## config.mk

```make
export PLATFORM = sky130hd
export DESIGN_NAME = out_share_arbiter
export DESIGN_NICKNAME = d
export VERILOG_FILES = /design/src/rtl/out_share_arbiter.sv
export SDC_FILE = /design/constraint.sdc
export NUM_CORES = 1
export LEC_CHECK = 0
export ABC_AREA = 1
export BUFFER_PORTS_ARGS = -buffer_cell sky130_fd_sc_hd__buf_4
export CAP_MARGIN = 20
export CORE_ASPECT_RATIO = 1.2
export CORE_MARGIN = 2
export CORE_UTILIZATION = 54
export DETAILED_ROUTE_END_ITERATION = 7
export GPL_TIMING_DRIVEN = 0
export PLACE_DENSITY = 0.78
export SLEW_MARGIN = 20
export SYNTH_ARGS = -nofsm -noshare
export SYNTH_HDL_FRONTEND = slang
export SYNTH_SLANG_ARGS = --single-unit
export TNS_END_PERCENT = 20
```

## constraint.sdc

```tcl
create_clock -name clk -period 2.5 [get_ports clk]
set_input_delay 0.75 -clock clk [delete_from_list [all_inputs] [get_ports clk]]
set_output_delay 0.75 -clock clk [all_outputs]
set_load 0.01 [all_outputs]
```

## src/rtl/out_share_arbiter.sv

```systemverilog
// rtl/out_share_arbiter.sv - round-robin owner arbiter for a shared 1-bit output net
//
// Purpose:
//   Shares one registered 1-bit output among NUM_REQ requesters. Exactly one
//   requester owns the output at a time. A single turnaround (GAP) cycle with
//   out=DEFAULT_OUT separates consecutive owners. Arbitration is round-robin
//   starting from rr_ptr, which advances past each owner as it leaves.
//
// Optional feature macro: OUT_SHARE_PREEMPT_EN
//   When defined, an owner that has held the output for MAX_HOLD cycles while
//   another requester is waiting is revoked, and preempt pulses for one cycle.
//   When undefined, the owner holds until it releases and preempt stays 0.
//
// Ports:
//   clk      in   rising-edge clock
//   reset    in   asynchronous active-low reset
//   req      in   [NUM_REQ] per-requester ownership request (level)
//   rel      in   [NUM_REQ] per-requester release pulse (owner only)
//   din      in   [NUM_REQ] per-requester data bit forwarded while owning
//   gnt      out  [NUM_REQ] registered one-hot grant
//   owner    out  [3] binary index of the owner, valid while busy=1
//   busy     out  high while a grant is active
//   out      out  registered shared output
//   preempt  out  one-cycle pulse when an owner is forcibly revoked

module out_share_arbiter #(
  parameter int   NUM_REQ     = 3,
  parameter int   MAX_HOLD    = 8,
  parameter logic DEFAULT_OUT = 1'b0
) (
  input  logic               clk,
  input  logic               reset,
  input  logic [NUM_REQ-1:0] req,
  input  logic [NUM_REQ-1:0] rel,
  input  logic [NUM_REQ-1:0] din,
  output logic [NUM_REQ-1:0] gnt,
  output logic [2:0]         owner,
  output logic               busy,
  output logic               out,
  output logic               preempt
);

  localparam logic [1:0] ST_IDLE = 2'd0;
  localparam logic [1:0] ST_OWN  = 2'd1;
  localparam logic [1:0] ST_GAP  = 2'd2;

  logic [1:0]         state_q,    state_d;
  logic [NUM_REQ-1:0] gnt_q,      gnt_d;
  logic [2:0]         owner_q,    owner_d;
  logic               busy_q,     busy_d;
  logic               out_q,      out_d;
  logic               preempt_q,  preempt_d;
  logic [2:0]         rr_ptr_q,   rr_ptr_d;
  logic [7:0]         hold_cnt_q, hold_cnt_d;

  // Inputs widened to 8 bits so a 3-bit index is always a legal select,
  // whatever NUM_REQ is.
  logic [7:0] req_x;
  logic [7:0] rel_x;
  logic [7:0] din_x;

  assign req_x = 8'(req);
  assign rel_x = 8'(rel);
  assign din_x = 8'(din);

  // Round-robin search: first set request at or after rr_ptr, with wrap.
  logic               arb_found;
  logic [2:0]         arb_sel;
  logic [3:0]         arb_cand;
  logic [NUM_REQ-1:0] arb_onehot;

  always_comb begin
    arb_found = 1'b0;
    arb_sel   = 3'd0;
    arb_cand  = 4'd0;
    for (int i = 0; i < NUM_REQ; i++) begin
      arb_cand = {1'b0, rr_ptr_q} + 4'(i);
      // rr_ptr < NUM_REQ and i < NUM_REQ, so one subtraction wraps fully.
      if (arb_cand >= 4'(NUM_REQ)) begin
        arb_cand = arb_cand - 4'(NUM_REQ);
      end
      if (!arb_found && req_x[arb_cand[2:0]]) begin
        arb_found = 1'b1;
        arb_sel   = arb_cand[2:0];
      end
    end
  end

  always_comb begin
    arb_onehot = '0;
    for (int i = 0; i < NUM_REQ; i++) begin
      arb_onehot[i] = (arb_sel == 3'(i));
    end
  end

  // Pointer position just past the current owner.
  logic [2:0] next_ptr;
  assign next_ptr = (owner_q == 3'(NUM_REQ - 1)) ? 3'd0 : owner_q + 3'd1;

  // Only the owner's own rel/req bits can end its ownership.
  logic release_c;
  assign release_c = rel_x[owner_q] || !req_x[owner_q];

  logic preempt_c;
`ifdef OUT_SHARE_PREEMPT_EN
  // gnt_q is the owner's one-hot while in OWN, so masking it leaves the
  // requests of everyone else.
  logic other_req;
  assign other_req = |(req & ~gnt_q);
  assign preempt_c = (hold_cnt_q == 8'(MAX_HOLD)) && other_req;
`else
  assign preempt_c = 1'b0;
`endif

  always_comb begin
    state_d    = state_q;
    gnt_d      = gnt_q;
    owner_d    = owner_q;
    busy_d     = busy_q;
    out_d      = DEFAULT_OUT;
    preempt_d  = 1'b0;
    rr_ptr_d   = rr_ptr_q;
    hold_cnt_d = hold_cnt_q;

    case (state_q)
      ST_OWN: begin
        if (release_c || preempt_c) begin
          state_d   = ST_GAP;
          gnt_d     = '0;
          busy_d    = 1'b0;
          rr_ptr_d  = next_ptr;
          // A voluntary release in the same cycle wins over revocation.
          preempt_d = preempt_c && !release_c;
        end else begin
          out_d = din_x[owner_q];
          if (hold_cnt_q < 8'(MAX_HOLD)) begin
            hold_cnt_d = hold_cnt_q + 8'd1;
          end
        end
      end
      default: begin
        // IDLE and GAP arbitrate identically; the GAP cycle itself comes
        // from out/gnt being forced idle on the release edge.
        if (arb_found) begin
          state_d    = ST_OWN;
          gnt_d      = arb_onehot;
          owner_d    = arb_sel;
          busy_d     = 1'b1;
          hold_cnt_d = 8'd1;
        end else begin
          state_d = ST_IDLE;
          gnt_d   = '0;
          busy_d  = 1'b0;
        end
      end
    endcase
  end

  always_ff @(posedge clk or negedge reset) begin
    if (!reset) begin
      state_q    <= ST_IDLE;
      gnt_q      <= '0;
      owner_q    <= 3'd0;
      busy_q     <= 1'b0;
      out_q      <= DEFAULT_OUT;
      preempt_q  <= 1'b0;
      rr_ptr_q   <= 3'd0;
      hold_cnt_q <= 8'd0;
    end else begin
      state_q    <= state_d;
      gnt_q      <= gnt_d;
      owner_q    <= owner_d;
      busy_q     <= busy_d;
      out_q      <= out_d;
      preempt_q  <= preempt_d;
      rr_ptr_q   <= rr_ptr_d;
      hold_cnt_q <= hold_cnt_d;
    end
  end

  assign gnt     = gnt_q;
  assign owner   = owner_q;
  assign busy    = busy_q;
  assign out     = out_q;
  assign preempt = preempt_q;

endmodule

```

==> results.txt <==
The shortest period the worst path allows is 2.27 ns. Dividing the detail-routed via count by the number of cells gives 5.37. The max-capacitance violation count is 0. Setup violations remaining at the end of the flow were counted as 0. The number of instances in the synthesized netlist is 150.

The via count is 1026. At the placement stage, the worst setup path has a slack of 0.222 ns. The width of the die came out at 43.9 um. The layout overhead on the synthesized area came out at 19.0%. The number of standard-cell rows in the floorplan is 17. The total global routing overflow is 0. The combined global-route utilization of all metal layers is 23.3%. The global-route wire length before repair is 3910 um.

The proportion of synthesized chip area in sequential cells is 29.1%. The maximum frequency from static timing analysis came out at 0.441 GHz. The residual DRC count is 0. The final total negative setup slack is 0 ns. Clock-pin slew was measured on the worst setup and hold paths at 0.08 ns. The post-route core utilization came out at 67.2%. The cell that appears most often on the critical path is nand2_1. In this run the deepest clock path goes through 2 buffers. During synthesis, Yosys emitted a total of 0 warnings. The via count of the first global-routing pass is 941.

The required arrival time at the worst endpoint is 2.65 ns. The path type of the worst min-delay path is in2async. By count the netlist is led by nand2_1, nor2_1, nand3_1, inv_1, dfrtp_1. Entering global routing, the biggest net connects 13 pins. The signal on the critical path passes through ha_1, ha_1, nor2_1, nand2_1, nand2_1, nand2_1, nand3b_1, nand2_2, nand3b_1, nand2_2, inv_4, o21ai_2, nand2_1. Along the worst path, the maximum fanout reaches 9.

The post-synthesis async set-or-reset flop share is 100%. The maximum clock skew at final layout came out at 0.00133 ns. The number of port buffers came out at 18. The count of unique library cells instantiated by Yosys is 25. The cell with the biggest individual delay on the critical path is dfrtp_2. By area the synthesized netlist is led by dfrtp_1, nand2_1, ha_1, nand3_1, nor2_1. The flow ran to the end, and the final reports show no timing, DRC or antenna violations. The repair_antennas step left the layout with diodes totalling 0. The area of the die is 2280 um2. The number of enable flip-flop cells after synthesis is 0.

The floorplan step set the die height to 51.9 um. The synthesized netlist devotes 12.8% of its cell area to compound gates. The sink count of the clock tree came out at 12. The standard cell core area came out at 1830 um2. The number of levels the H-tree was split into is 1. The clock insertion delay at the later pin of the skew report came out at 0.27 ns. The number of buffers inserted to repair setup after CTS is 0. The number of antenna-violating nets in the routed design came out at 0.

Of all cell types, the one taking the most synthesized area is dfrtp_1. On the final layout, the worst hold slack is 0.301 ns. The slack of the critical path is 0.232 ns. By instance count, the leading cell after synthesis is nand2_1. Setup repair after global routing left no endpoint under its margin.

After Yosys synthesis, XOR and XNOR cells account for 1.70% of the synthesized area. TritonCTS built the clock tree. In the final layout, the share of cells above drive strength 1 is 26.2%. The number of storage elements in the synthesis netlist came out at 12. At the end of routability-driven placement, the weighted congestion stood at 0.850.

The max-slew violation count is 0. The mux share of post-synthesis cell area came out at 0%. The final critical-path share of the clock period is 90.7%. The initial detailed-routing violation count is 27. The endpoint kind of the worst setup timing path is a flop. The synthesized cell area came out at 1030 um2.

On the worst path, the slowest cell contributes a delay of 0.48 ns. The half-perimeter wire length after placement is 1880 um. The buffer type at the clock tree root is clkbuf_4. The number of gates given a new drive strength after cts is 0. After synthesis, the mean cell area works out to 6.88 um2. The final layout contains routed wiring with a total length of 2310 um. The sort of element at the start of the critical path is a flop. The arrival time of data at the critical path endpoint is 2.42 ns. The adder and majority gate portion of the synthesized area came out at 9.70%. The simple-gate area share of the yosys netlist came out at 38.4%. When the netlist entered floorplanning its net count stood at 169. Buffers inserted during clock tree synthesis total 3. The largest family of logic cells by synthesized area is simple AND/OR/NAND/NOR gates. For this design, the CTS-stage hold fixing added 0 buffers. The number of antenna violations at the first check in global routing came out at 0. The layout has 157 filler cells.

Dividing the detail-routed wire length by the instance count gives 12.1 um. The final-report hold violation count was 0. The count of nets after finishing is 192. The initial standard-cell utilization of the core is 56.4%. Among all flip-flop cells after synthesis, the most frequent one is dfrtp_1. 20 I/O pins were placed.

The synthesized design devotes to its leading area cell type 29.1% of total area. The first-pass detailed-route iteration total came out at 4. The critical path is of the reg2reg type.
[cell families (layout without fill, tap and decap cells)]
group,count (synthesis),after routing
AOI/OAI and AO/OA,20,20
and+or+nand+nor,87,87
other,1,1
adders and majority gates,8,8
xor gates and xnor gates,2,2
DFF,12,12
buffers and inverters,20,42
[cell usage in the layout, fill, tap and decap left out, drive strengths merged, types with 2 or more instances in the layout]
cell type,instances
a21oi,2
buf,19
clkbuf,4
dfrtp,12
ha,8
inv,19
nand2,43
nand3,20
nand3b,2
nor2,21
o211ai,2
o21ai,14
[area by class of cell]
cell class                 instances  area (um2)  share of cell area (%)
sequential                        12         302                    24.5
tap                               19        23.8                    1.93
inverter                          19        73.8                    6.01
timing repair buffer              18         135                    11.0
multi-input combinational        118         651                    53.0
buffer                             1        7.51                   0.611
clock buffer                       4        36.3                    2.95
[layer usage]
metal,global-route usage [%],share of wire [%],vias up
met5,0,0,-
met4,11.1,1.9,0
met3,2.43,2.7,6
met2,43.6,52,22
met1,25.4,43,476
li1,-,-,522
[final timing paths]
path | from | depth (start not counted) | end | slack [ns]
worst max-delay path | rr_ptr_q[0] | 13 | gnt[1] | 0.23
worst min-delay path | reset | 1 | state_q[0] | 0.30
worst max register to register | rr_ptr_q[0] | 13 | gnt[1] | 0.23
worst min register to register | gnt[0] | 2 | gnt[0] | 0.49
max in group asynchronous | reset | 1 | rr_ptr_q[0] | 2.03
min in group clk | gnt[0] | 2 | gnt[0] | 0.49
[worst max-delay path, delay by kind of cell, from the launching register on]
kind | cells | cell delay [ns]
adders and majority gates | 2 | 0.45
DFF | 1 | 0.48
and+or+nand+nor | 9 | 1.07
AOI/OAI and AO/OA | 1 | 0.08
buffers and inverters | 1 | 0.06
[stage by stage]
stage	cells	cell area [um2]
6_report	191	1230
5_1_grt	191	1230
4_1_cts	191	1230
3_5_place_dp	187	1190
3_3_place_gp	187	1190
2_1_floorplan	150	1030
[flip-flops by register name, indices dropped and copies added, names as in the netlist]
| signal | count |
|---|---|
| gnt | 3 |
| state_q | 2 |
| owner | 3 |
| rr_ptr_q | 3 |
| out | 1 |
Power is not shown: default switching activity piles up to over one toggle a cycle in this logic, so the estimate is an artifact.
